### config.mk
export PLATFORM = sky130hd
export DESIGN_NAME = fdc_phase_sequencer_flat
export DESIGN_NICKNAME = d
export VERILOG_FILES = /design/src/rtl/fdc_pkg.sv /design/src/rtl/fdc_phase_sequencer_if.sv /design/src/rtl/fdc_result_buffer.sv /design/src/rtl/fdc_phase_sequencer.sv /design/src/flat_wrapper.sv
export SDC_FILE = /design/constraint.sdc
export NUM_CORES = 1
export LEC_CHECK = 0
export BUFFER_PORTS_ARGS = -buffer_cell sky130_fd_sc_hd__clkbuf_2
export CAP_MARGIN = 20
export CORE_MARGIN = 5
export CORE_UTILIZATION = 30
export DETAILED_ROUTE_END_ITERATION = 8
export PLACE_DENSITY = 0.52
export SETUP_SLACK_MARGIN = 0.3
export SLEW_MARGIN = 10
export SYNTH_ARGS = -nofsm -noshare
export SYNTH_HDL_FRONTEND = slang
export SYNTH_SLANG_ARGS = --single-unit
export TNS_END_PERCENT = 30
### constraint.sdc
create_clock -name clk -period 2.6 [get_ports clk]
set_input_delay 0.13 -clock clk [delete_from_list [all_inputs] [get_ports clk]]
set_output_delay 0.13 -clock clk [all_outputs]
set_load 0.01 [all_outputs]
### src/rtl/fdc_pkg.sv
// Shared 82077AA command definitions: opcodes, phase-sequencer states and command-length table.
package fdc_pkg;

  localparam logic [4:0] WRITE_DATA  = 5'h05;
  localparam logic [4:0] READ_DATA   = 5'h06;
  localparam logic [4:0] RECAL       = 5'h07;
  localparam logic [4:0] SENSE_INT   = 5'h08;
  localparam logic [4:0] READ_ID     = 5'h0A;
  localparam logic [4:0] FORMAT      = 5'h0D;
  localparam logic [4:0] DUMPREG     = 5'h0E;
  localparam logic [4:0] SEEK        = 5'h0F;
  localparam logic [4:0] SPECIFY     = 5'h03;
  localparam logic [4:0] SENSE_DRIVE = 5'h04;
  localparam logic [4:0] VERSION     = 5'h10;
  localparam logic [4:0] CONFIGURE   = 5'h13;

  localparam logic [7:0] ST0_INVALID = 8'h80;

  typedef enum logic [2:0] {
    StIdle,
    StCmd,
    StDispatch,
    StExec,
    StResult
  } fdc_state_e;

  // Total command length in bytes including the opcode byte; 0 marks an unknown opcode.
  function automatic logic [3:0] fdc_cmd_len(input logic [4:0] op);
    logic [3:0] len;
    case (op)
      READ_DATA:   len = 4'd9;
      WRITE_DATA:  len = 4'd9;
      READ_ID:     len = 4'd2;
      FORMAT:      len = 4'd6;
      RECAL:       len = 4'd2;
      SENSE_INT:   len = 4'd1;
      SPECIFY:     len = 4'd3;
      SENSE_DRIVE: len = 4'd2;
      SEEK:        len = 4'd3;
      VERSION:     len = 4'd1;
      CONFIGURE:   len = 4'd4;
      DUMPREG:     len = 4'd1;
      default:     len = 4'd0;
    endcase
    return len;
  endfunction

  // Commands whose completion never raises an interrupt.
  function automatic logic fdc_no_int(input logic [4:0] op);
    return (op == SENSE_INT) || (op == SENSE_DRIVE) || (op == VERSION) ||
           (op == SPECIFY) || (op == CONFIGURE) || (op == DUMPREG);
  endfunction

endpackage

### src/rtl/fdc_phase_sequencer_if.sv
// Host data-register and command-executor handshake bundle for the FDC phase sequencer.
interface fdc_phase_sequencer_if;

  logic       host_wr;
  logic [7:0] host_wr_data;
  logic       host_rd;
  logic [7:0] host_rd_data;
  logic       rqm;
  logic       dio;
  logic       busy;
  logic       exec_start;
  logic [4:0] opcode;
  logic [2:0] mtms;
  logic [3:0] param_addr;
  logic [7:0] param_data;
  logic       res_wr;
  logic [7:0] res_data;
  logic       exec_done;
  logic       int_req;
  logic       int_ack;

  modport slave (
    input  host_wr, host_wr_data, host_rd, param_addr, res_wr, res_data, exec_done, int_ack,
    output host_rd_data, rqm, dio, busy, exec_start, opcode, mtms, param_data, int_req
  );

  modport master (
    output host_wr, host_wr_data, host_rd, param_addr, res_wr, res_data, exec_done, int_ack,
    input  host_rd_data, rqm, dio, busy, exec_start, opcode, mtms, param_data, int_req
  );

endinterface

### src/rtl/fdc_result_buffer.sv
// Small circular FIFO holding executor result bytes until the host reads them back.
module fdc_result_buffer #(
  parameter int unsigned DEPTH = 10,
  localparam int unsigned IdxW = $clog2(DEPTH),
  localparam int unsigned CntW = $clog2(DEPTH + 1)
) (
  input  logic            clk,
  input  logic            reset,
  input  logic            i_clr,
  input  logic            i_wr,
  input  logic [7:0]      i_wr_data,
  input  logic            i_rd,
  output logic [7:0]      o_rd_data,
  output logic [CntW-1:0] o_count,
  output logic            o_last
);

  logic [7:0]      r_mem [DEPTH];
  logic [IdxW-1:0] r_wr_idx;
  logic [IdxW-1:0] r_rd_idx;
  logic [CntW-1:0] r_count;
  logic            w_push;
  logic            w_pop;

  // Pushes into a full buffer are silently dropped.
  assign w_push = i_wr && (r_count < CntW'(DEPTH));
  assign w_pop  = i_rd && (r_count != '0);

  always_ff @(posedge clk) begin
    if (reset || i_clr) begin
      r_wr_idx <= '0;
      r_rd_idx <= '0;
      r_count  <= '0;
    end else begin
      if (w_push) begin
        r_wr_idx <= (r_wr_idx == IdxW'(DEPTH - 1)) ? '0 : r_wr_idx + 1'b1;
      end
      if (w_pop) begin
        r_rd_idx <= (r_rd_idx == IdxW'(DEPTH - 1)) ? '0 : r_rd_idx + 1'b1;
      end
      if (w_push && !w_pop) begin
        r_count <= r_count + 1'b1;
      end else if (w_pop && !w_push) begin
        r_count <= r_count - 1'b1;
      end
    end
  end

  always_ff @(posedge clk) begin
    if (w_push && !(reset || i_clr)) begin
      r_mem[r_wr_idx] <= i_wr_data;
    end
  end

  assign o_rd_data = r_mem[r_rd_idx];
  assign o_count   = r_count;
  assign o_last    = (r_count == CntW'(1));

endmodule

### src/rtl/fdc_phase_sequencer.sv
// 82077AA command/execution/result phase sequencer: collects command bytes, dispatches to the
// executor, buffers result bytes for the host and drives the MSR handshake and interrupt.
module fdc_phase_sequencer
  import fdc_pkg::*;
#(
  parameter int unsigned MAX_CMD_BYTES = 9,
  parameter int unsigned MAX_RES_BYTES = 10
) (
  input  logic                 clk,
  input  logic                 reset,
  input  logic                 i_soft_reset,
  fdc_phase_sequencer_if.slave bus
);

  localparam int unsigned ResCntW = $clog2(MAX_RES_BYTES + 1);

  fdc_state_e r_state;
  fdc_state_e w_state_nxt;

  logic [4:0]         r_opcode;
  logic [2:0]         r_mtms;
  logic [3:0]         r_len;
  logic [3:0]         r_cnt;
  logic [7:0]         r_param [MAX_CMD_BYTES];
  logic               r_int_req;

  logic               w_rst;
  logic [3:0]         w_cmd_len;
  logic               w_rqm;
  logic               w_dio;
  logic               w_busy;
  logic               w_exec_start;
  logic               w_latch_cmd;
  logic               w_param_wr;
  logic               w_res_push;
  logic [7:0]         w_res_push_data;
  logic               w_res_pop;
  logic               w_res_clr;
  logic               w_int_set;
  logic               w_int_clr;
  logic [7:0]         w_res_rd_data;
  logic [ResCntW-1:0] w_res_count;
  logic               w_res_last;

  assign w_rst     = reset || i_soft_reset;
  assign w_cmd_len = fdc_cmd_len(bus.host_wr_data[4:0]);

  always_comb begin
    w_state_nxt     = r_state;
    w_rqm           = 1'b1;
    w_dio           = 1'b0;
    w_busy          = 1'b0;
    w_exec_start    = 1'b0;
    w_latch_cmd     = 1'b0;
    w_param_wr      = 1'b0;
    w_res_push      = 1'b0;
    w_res_push_data = bus.res_data;
    w_res_pop       = 1'b0;
    w_res_clr       = 1'b0;
    w_int_set       = 1'b0;
    unique case (r_state)
      StIdle: begin
        if (bus.host_wr) begin
          w_latch_cmd = 1'b1;
          if (w_cmd_len == 4'd0) begin
            // Unknown opcode answers with ST0 invalid without touching the executor.
            w_res_push      = 1'b1;
            w_res_push_data = ST0_INVALID;
            w_int_set       = !fdc_no_int(bus.host_wr_data[4:0]);
            w_state_nxt     = StResult;
          end else if (w_cmd_len == 4'd1) begin
            w_state_nxt = StDispatch;
          end else begin
            w_state_nxt = StCmd;
          end
        end
      end
      StCmd: begin
        w_busy = 1'b1;
        if (bus.host_wr) begin
          w_param_wr = 1'b1;
          if (r_cnt + 4'd1 == r_len) begin
            w_state_nxt = StDispatch;
          end
        end
      end
      StDispatch: begin
        w_rqm        = 1'b0;
        w_busy       = 1'b1;
        w_exec_start = 1'b1;
        w_state_nxt  = StExec;
      end
      StExec: begin
        w_rqm      = 1'b0;
        w_busy     = 1'b1;
        w_res_push = bus.res_wr;
        if (bus.exec_done) begin
          // A result byte pushed in the same cycle as exec_done still counts.
          w_state_nxt = ((w_res_count != '0) || bus.res_wr) ? StResult : StIdle;
          w_int_set   = !fdc_no_int(r_opcode);
        end
      end
      StResult: begin
        w_dio  = 1'b1;
        w_busy = 1'b1;
        if (bus.host_rd) begin
          w_res_pop = 1'b1;
          if (w_res_last) begin
            w_res_clr   = 1'b1;
            w_state_nxt = StIdle;
          end
        end
      end
      default: begin
        w_state_nxt = StIdle;
      end
    endcase
  end

  assign w_int_clr = bus.int_ack || ((r_state == StResult) && bus.host_rd && (r_opcode == SENSE_INT));

  always_ff @(posedge clk) begin
    if (w_rst) begin
      r_state   <= StIdle;
      r_opcode  <= '0;
      r_mtms    <= '0;
      r_len     <= '0;
      r_cnt     <= '0;
      r_int_req <= 1'b0;
    end else begin
      r_state <= w_state_nxt;
      if (w_latch_cmd) begin
        r_opcode <= bus.host_wr_data[4:0];
        r_mtms   <= bus.host_wr_data[7:5];
        r_len    <= w_cmd_len;
        r_cnt    <= 4'd1;
      end else if (w_param_wr) begin
        r_cnt <= r_cnt + 4'd1;
      end
      if (w_int_set) begin
        r_int_req <= 1'b1;
      end else if (w_int_clr) begin
        r_int_req <= 1'b0;
      end
    end
  end

  always_ff @(posedge clk) begin
    if (w_param_wr && !w_rst) begin
      r_param[r_cnt - 4'd1] <= bus.host_wr_data;
    end
  end

  fdc_result_buffer #(
    .DEPTH (MAX_RES_BYTES)
  ) u_result_buffer (
    .clk       (clk),
    .reset     (w_rst),
    .i_clr     (w_res_clr),
    .i_wr      (w_res_push),
    .i_wr_data (w_res_push_data),
    .i_rd      (w_res_pop),
    .o_rd_data (w_res_rd_data),
    .o_count   (w_res_count),
    .o_last    (w_res_last)
  );

  assign bus.rqm          = w_rqm;
  assign bus.dio          = w_dio;
  assign bus.busy         = w_busy;
  assign bus.exec_start   = w_exec_start;
  assign bus.opcode       = r_opcode;
  assign bus.mtms         = r_mtms;
  assign bus.int_req      = r_int_req;
  assign bus.host_rd_data = (r_state == StResult) ? w_res_rd_data : 8'h00;
  assign bus.param_data   = (32'(bus.param_addr) < MAX_CMD_BYTES) ? r_param[bus.param_addr]
                                                                  : 8'h00;

endmodule

### src/flat_wrapper.sv
// flat-port wrapper written by rule: the top's interface ports become plain ports
module fdc_phase_sequencer_flat import fdc_pkg::*;
#(
  parameter int unsigned MAX_CMD_BYTES = 9,
  parameter int unsigned MAX_RES_BYTES = 10
)
  (clk, reset, i_soft_reset, bus_host_wr, bus_host_wr_data, bus_host_rd, bus_param_addr, bus_res_wr, bus_res_data, bus_exec_done, bus_int_ack, bus_host_rd_data, bus_rqm, bus_dio, bus_busy, bus_exec_start, bus_opcode, bus_mtms, bus_param_data, bus_int_req);
  fdc_phase_sequencer_if bus_i ();
  input  logic clk;
  input  logic reset;
  input  logic i_soft_reset;
  input wire logic [$bits(bus_i.host_wr)-1:0] bus_host_wr;
  input wire logic [$bits(bus_i.host_wr_data)-1:0] bus_host_wr_data;
  input wire logic [$bits(bus_i.host_rd)-1:0] bus_host_rd;
  input wire logic [$bits(bus_i.param_addr)-1:0] bus_param_addr;
  input wire logic [$bits(bus_i.res_wr)-1:0] bus_res_wr;
  input wire logic [$bits(bus_i.res_data)-1:0] bus_res_data;
  input wire logic [$bits(bus_i.exec_done)-1:0] bus_exec_done;
  input wire logic [$bits(bus_i.int_ack)-1:0] bus_int_ack;
  output wire logic [$bits(bus_i.host_rd_data)-1:0] bus_host_rd_data;
  output wire logic [$bits(bus_i.rqm)-1:0] bus_rqm;
  output wire logic [$bits(bus_i.dio)-1:0] bus_dio;
  output wire logic [$bits(bus_i.busy)-1:0] bus_busy;
  output wire logic [$bits(bus_i.exec_start)-1:0] bus_exec_start;
  output wire logic [$bits(bus_i.opcode)-1:0] bus_opcode;
  output wire logic [$bits(bus_i.mtms)-1:0] bus_mtms;
  output wire logic [$bits(bus_i.param_data)-1:0] bus_param_data;
  output wire logic [$bits(bus_i.int_req)-1:0] bus_int_req;
  assign bus_i.host_wr = bus_host_wr;
  assign bus_i.host_wr_data = bus_host_wr_data;
  assign bus_i.host_rd = bus_host_rd;
  assign bus_i.param_addr = bus_param_addr;
  assign bus_i.res_wr = bus_res_wr;
  assign bus_i.res_data = bus_res_data;
  assign bus_i.exec_done = bus_exec_done;
  assign bus_i.int_ack = bus_int_ack;
  assign bus_host_rd_data = bus_i.host_rd_data;
  assign bus_rqm = bus_i.rqm;
  assign bus_dio = bus_i.dio;
  assign bus_busy = bus_i.busy;
  assign bus_exec_start = bus_i.exec_start;
  assign bus_opcode = bus_i.opcode;
  assign bus_mtms = bus_i.mtms;
  assign bus_param_data = bus_i.param_data;
  assign bus_int_req = bus_i.int_req;
  fdc_phase_sequencer #(.MAX_CMD_BYTES(MAX_CMD_BYTES), .MAX_RES_BYTES(MAX_RES_BYTES)) u_core (.clk(clk), .reset(reset), .i_soft_reset(i_soft_reset), .bus(bus_i));
endmodule
==> results of run 1 <==
cells in the mapped netlist, types with 2 or more instances:
cell / instances
nor3_1: 6
clkbuf_1: 15
and2_1: 8
or4_4: 2
mux2i_1: 20
nand3_1: 7
dfxtp_1: 36
nor2_1: 46
mux4_2: 32
nand2b_1: 10
nand4_1: 4
or3_1: 3
nor4bb_1: 2
xor2_1: 8
mux2_2: 2
buf_2: 9
nand3b_1: 4
nor4_1: 3
nand2_1: 44
nor2b_1: 14
o21ai_0: 21
or2_2: 3
xnor2_1: 10
a21oi_1: 22
ha_1: 15
inv_1: 14
buf_1: 3
edfxtp_1: 152
a31oi_1: 6
nor3b_1: 3
a211oi_1: 17
flip-flops by register name, indices dropped and copies added (netlist names), 3 cells and up, named ones only:
signal / cells
u_core.bus.mtms: 3
u_core.bus.opcode: 5
u_core.u_result_buffer.r_mem: 80
u_core.u_result_buffer.r_rd_idx: 4
u_core.r_cnt: 4
u_core.u_result_buffer.o_count: 4
u_core.r_len: 4
u_core.r_state: 3
u_core.r_param: 72
u_core.u_result_buffer.r_wr_idx: 4
how the worst max path moves through the flow:
stage	to	slack (ns)	depth (start not counted)
after floorplan	u_core.u_result_buffer.r_mem[8][0]	0.03	6
after global placement	u_core.u_result_buffer.r_mem[3][3]	-0.1	10
after detailed placement	u_core.u_result_buffer.r_mem[3][4]	-0.15	10
after CTS	u_core.r_param[6][4]	0.17	7
after global routing	bus_host_rd_data[4]	0.15	7
final	bus_host_rd_data[4]	0.26	7
routing by layer:
layer  vias to the layer above  global-route usage [%]  share of wire [%]
li1                       2367                       -                  -
met5                         -                       0                  0
met4                         0                    4.55                2.1
met2                        98                    22.6                 53
met3                        23                    2.10                2.8
met1                      2499                    15.5                 42
layout make-up:
type / instances / share of cell area [%]
clock buffers: 17 / 4.24
clock inverters: 15 / 1.87
inverters: 14 / 0.523
multi-input cells: 335 / 27.9
flip-flops and latches: 188 / 52.8
well taps: 341 / 4.25
repair buffers: 121 / 8.45
kinds of logic (layout without fill, tap and decap cells):
family / after synthesis / after routing / share of synthesized area [%]
flip-flops: 188 / 188 / 65.0
XOR/XNOR: 18 / 18 / 1.94
AND/OR/NAND/NOR: 167 / 167 / 10.7
multiplexers: 54 / 54 / 11.6
adder cells (fa/ha/maj): 15 / 15 / 2.31
buffers and inverters: 42 / 167 / 2.17
AO/OA/AOI/OAI: 81 / 81 / 6.28
power by group through the flow:
stage          Clock [mW]  Combinational [mW]  Sequential (mW)
2_1_floorplan           0               0.268             3.37
3_3_place_gp            0               0.455             3.37
3_5_place_dp            0               0.465             3.37
4_1_cts              2.70               0.483             3.30
5_1_grt              2.83               0.527             3.30
6_report             2.64               0.480             3.30
what timing repair did:
action,in CTS,in global routing
hold buffers,3,0
buffers inserted,8,2
gates resized for setup,24,28
setup endpoints to repair,114,123
pin swaps,10,7
endpoints found under the hold margin,5,0
cloned,1,0
worst reg2reg max path: stages, from the launching register on:
cell and delay [ns]:
dfxtp_4 0.36, buf_6 0.12, nor4b_4 0.24, nand2b_1 0.12, o31ai_2 0.22, nand2_2 0.12, or4_4 0.56, nor2_1 0.12
buf_4 0.18
==> results.ini, run 1 <==
[pwr]
powerDensity_mw_per_mm2=640
totalPowerFinal_mw=6.42
power_frac_comb_pct=7.5
switching_share_pct=25.3
clockPowerShare_pct=41.1
power_frac_seq_pct=51.4
p_int_mw=4.80
ir_worst_vdd_uv=471
p_sw_mw=1.62
power_leakage_nw=3.45

[timing]
holdWs_ns=0.0162
final.setup_skew_ns=0.00703
slew_headroom_pct=43.9
fin_ws_ns=0.256
period_minus_slack_ns=2.34
tns_ns=0
fmax_ghz=0.427
setup_viol=0
finalCritPeriodShare_pct=90.2
rsz0062_at_grt=true
worstMarginPinSlew_ns=0.841
slew_violations=0
hold_viol=0

[critical_path]
cp.buffers_inverters=3
worstSetupEndpointType=output port
cp_cell_sequence=buf_12, buf_16, mux4_2, nor2b_2, a211oi_2, a211oi_2, buf_2
crit_path_start_kind=flip-flop
reg2reg_depth=8
cp_max_fo=7
path_class=flip-flop to output port
slowest_delay_ns=0.50
crit_family=multiplexers
r2r_end=u_core.u_result_buffer.r_mem[1][6]
critPathMostFrequentCell=a211oi_2
crit_slowest_cell=mux4_2
arrival_ns=2.21
cp_data_required_time_ns=2.47
r2r_start=u_core.r_state[0]
reg2reg_slack_ns=0.28

[logic_synthesis]
synth_top_flop_cell=edfxtp_1
synth_nets=608
syn_inst=565
netlist_top_cells_area=edfxtp_1 56%, dfxtp_1 8.9%, mux4_2 8.9%
synth_seq_cells=188
syn_area_mm2=0.00813
yosysUniqueCellTypes=55
yosys_warnings=0
syn_avg_cell_area_um2=14.4
ys_seq_area_share_pct=65.0
async_flop_share_pct=0
yosysTopAreaCell=edfxtp_1
synth_edf_count=152
synth.top_cell.area_share_pct=56.2

[placed_design]
place.gp.congestion=0.847
dp_cells=985
hpwl_um=13100
place_area_mm2=0.00910
port_buffers=56
post-place-ws_ns=-0.148

[routing]
via_count=4987
post-route-drc-count=0
viasPerCell=4.84
postRouteAntennaNets=0
wl_per_cell_um=18.5
drtPass1Iterations=4
drt_iter0_drc=259
wl_um=19100

[clock_network]
htree_levels=4
clock_sinks=188
cts_root_buf=clkbuf_16
cts_made_buffers=17
cts_tree=yes
clock_latency_ns=0.44
path_clk_slew_ns=0.08
cts.path.max_buffers=2

[cells_and_area]
fillers=2488
final_cells=1031
final_common_cell=edfxtp_1
area_growth_pct=23.6
ff_latch_area_mm2=0.00530
fin_util_pct=37.5
postLayoutCellArea_mm2=0.0100
diodes=0
fin_nets=720
layout_common_cells=152 x edfxtp_1, 54 x buf_4, 52 x clkbuf_2, 44 x nand2_1, 38 x nor2_1
multiInputGateArea_mm2=0.00280
drive_gt1_share_pct=33.3

[global_route]
grt_pass1_vias=5159
grt_pass1_wl_um=29800
overflow=0
grt_max_degree=22
grt_antenna_before_repair=0
track_usage_pct=12.7

[min_path]
hold_path_end=u_core.r_param[7][6]
hold_path.class=input pin to flip-flop
worst_hold_startpoint=bus_host_wr_data[6]
hold_depth=1

[floorplan]
std_cell_rows=60
die_x_um=175
ioPinCount=57
fp.coreArea_mm2=0.0268
initial_utilization_pct=30.3
die_h_um=175
die_area_mm2=0.0305

[job]
cap_violations=0

[run_status]
outcome=finished clean

Power figures use the tool's default switching activity.
==> run 2: changes to the inputs <==
Settings changed: PLACE_DENSITY 0.52 to 0.5.
Clock period 2.6 ns to 2.65 ns, I/O delays scaled along.
==> run 2 against run 1 <==
Register-to-register slack better by 0.08 ns. Final cell count is 2.1% lower. Worst setup slack better by 0.088 ns. Non-clock buffer count is 22 lower. Combinational power is 6.9% lower. Core utilization is 1.1 points lower. Sequential power is 2% lower. Global-route usage is 0.51 points lower. Sequential share of layout area is 1.6 points higher. Critical path type unchanged.
==> results.ini, run 2 (same netlist as run 1, synthesis figures left out) <==
[run_status]
outcome=finished clean

[cells_and_area]
regMostFlops=u_core.u_result_buffer.r_mem
multiInputGateArea_mm2=0.00274  ; -2.2%
diodes=0  ; unchanged
largest_register_ffs=80  ; unchanged
layout_common_cells=152 x edfxtp_1, 55 x clkbuf_2, 44 x nand2_1, 39 x nor2_1, 38 x buf_4
fin_nets=698  ; -3.1%
fin_util_pct=36.3  ; -1.1 points
fillers=2490  ; +0.080%
drive_gt1_share_pct=30.2  ; -3.1 points
final_cells=1009  ; -2.1%
area_growth_pct=19.8
ff_latch_area_mm2=0.00530  ; about the same
final_common_cell=edfxtp_1

[clock_network]
cts_root_buf=clkbuf_16
clock_sinks=188  ; unchanged
cts_tree=yes
cts.path.max_buffers=2  ; unchanged
htree_levels=4  ; unchanged
clock_latency_ns=0.43  ; about the same
cts_made_buffers=17  ; unchanged
path_clk_slew_ns=0.08  ; about the same

[pwr]
totalPowerFinal_mw=6.19  ; -3.6%
powerDensity_mw_per_mm2=636  ; -0.63%
power_leakage_nw=3.28  ; -4.7%
ir_worst_vdd_uv=402  ; -15%

[critical_path]
crit_path_start_kind=flip-flop
cp_max_fo=10  ; +3
reg2reg_slack_ns=0.36  ; +0.08 ns
path_class=flip-flop to output port
cp_data_required_time_ns=2.52  ; +0.05 ns
arrival_ns=2.17  ; -0.04 ns
worstSetupEndpointType=output port
reg2reg_depth=11  ; +3
r2r_end=u_core.u_result_buffer.o_count[3]
r2r_start=u_core.r_state[0]

[routing]
viasPerCell=4.82  ; -0.38%
via_count=4862  ; -2.5%
drtPass1Iterations=4  ; unchanged
wl_um=18500  ; -2.9%
drt_iter0_drc=297  ; +15%
post-route-drc-count=0  ; unchanged
postRouteAntennaNets=0  ; unchanged
wl_per_cell_um=18.4  ; -0.77%

[timing]
setup_viol=0  ; unchanged
slew_headroom_pct=45.6  ; +1.7 points
hold_viol=0  ; unchanged
rsz0062_at_grt=true
holdWs_ns=0.0382  ; +0.0220 ns
final.setup_skew_ns=0.00902  ; +0.00199 ns
slew_violations=0  ; unchanged
period_minus_slack_ns=2.31
finalCritPeriodShare_pct=87.0
worstMarginPinSlew_ns=0.815  ; -0.0256 ns
fmax_ghz=0.434

[global_route]
grt_pass1_vias=5058  ; -2.0%
grt_max_degree=21  ; -4.5%
grt_antenna_before_repair=0  ; unchanged
grt_pass1_wl_um=28700  ; -3.5%
track_usage_pct=12.1  ; -0.51 points
overflow=0  ; unchanged

[placed_design]
port_buffers=56  ; unchanged
dp_cells=974  ; -1.1%
hpwl_um=13000  ; -0.89%
place.gp.congestion=0.783  ; -7.5%

[floorplan]
initial_utilization_pct=30.3  ; unchanged
fp.coreArea_mm2=0.0268  ; unchanged
std_cell_rows=60  ; unchanged
die_area_mm2=0.0305  ; unchanged
ioPinCount=57  ; unchanged
die_h_um=175  ; unchanged
die_x_um=175  ; unchanged

[min_path]
hold_path_end=u_core.r_param[7][7]
hold_depth=1  ; unchanged
hold_path.class=input pin to flip-flop
worst_hold_startpoint=bus_host_wr_data[7]

[job]
cap_violations=0  ; unchanged

run 2: cell types whose count changed in the layout (fill, tap and decap cells not counted), moves of 3 or more:
| cell | delta |
|---|---|
| buf_2 | -3 |
| a211oi_1 | +5 |
| buf_4 | -16 |
| nor2_4 | -5 |
| clkbuf_2 | +3 |
| a211oi_2 | -5 |
| nor2_2 | +4 |
run 2: metrics by stage:
stage | setup WS, ns | setup TNS [ns] | instance area (um^2)
after floorplan | 0.0780 | 0 | 8140
after global placement | -0.0421 | -0.640 | 9020
after detailed placement | -0.0823 | -4.04 | 9020
after CTS | 0.219 | 0 | 9690
after global routing | 0.212 | 0 | 9740
final | 0.344 | 0 | 9740
run 2: worst max path at each step:
stage / from / end / slack, ns / cells past startpoint
global placement: bus_host_wr_data[1] / u_core.u_result_buffer.o_count[3] / -0.04 / 14
global route: u_core.r_state[0] / u_core.u_result_buffer.o_count[3] / 0.21 / 11
detailed placement: bus_host_wr_data[1] / u_core.u_result_buffer.r_mem[1][7] / -0.08 / 10
floorplan: u_core.r_state[2] / u_core.u_result_buffer.r_mem[8][0] / 0.08 / 6
finish: flip-flop / bus_host_rd_data[6] / 0.34 / 6
CTS: u_core.r_cnt[1] / u_core.r_param[5][4] / 0.22 / 7
run 2: worst max-delay path, stage by stage, from the launching register on:
cell and delay [ns]:
dfxtp_2 0.35, buf_12 0.15, buf_12 0.14, mux4_2 0.56, a211oi_2 0.27, a211oi_1 0.10, clkbuf_2 0.18
run 2: power by group:
part	internal (mW)	switching (mW)	total (mW)	leakage, nW
combinational	0.178	0.269	0.447	1.34
sequential	3.22	0.0204	3.24	1.66
clock	1.27	1.23	2.50	0.279
total	4.67	1.52	6.19	3.28
run 2: per-layer routing:
metal  part of all wire [%]  vias to the layer above  routed length [um]  GRT usage [%]
li1                       -                     2319                   -              -
met1                     42                     2446                7800           14.5
met2                     53                       75                9780           21.9
met3                    3.1                       22                 576           2.27
met4                    2.0                        0                 370           4.32
met5                      0                        -                   0              0
run 2: cell type report:
class / count / area share (%)
clock buffers: 17 / 4.37
clock inverters: 15 / 1.67
inverters: 14 / 0.539
multi-input cells: 335 / 28.1
flip-flops and latches: 188 / 54.4
well taps: 341 / 4.38
repair buffers: 99 / 6.55
run 2: repair_timing:
| item | 4_1_cts | 5_1_grt |
|---|---|---|
| setup buffers | 1 | 1 |
| setup endpoints to repair | 113 | 105 |
| pin swaps | 0 | 3 |
| endpoints found under the hold margin | 1 | 0 |
| hold buffers | 1 | 0 |
| resized for setup | 15 | 17 |
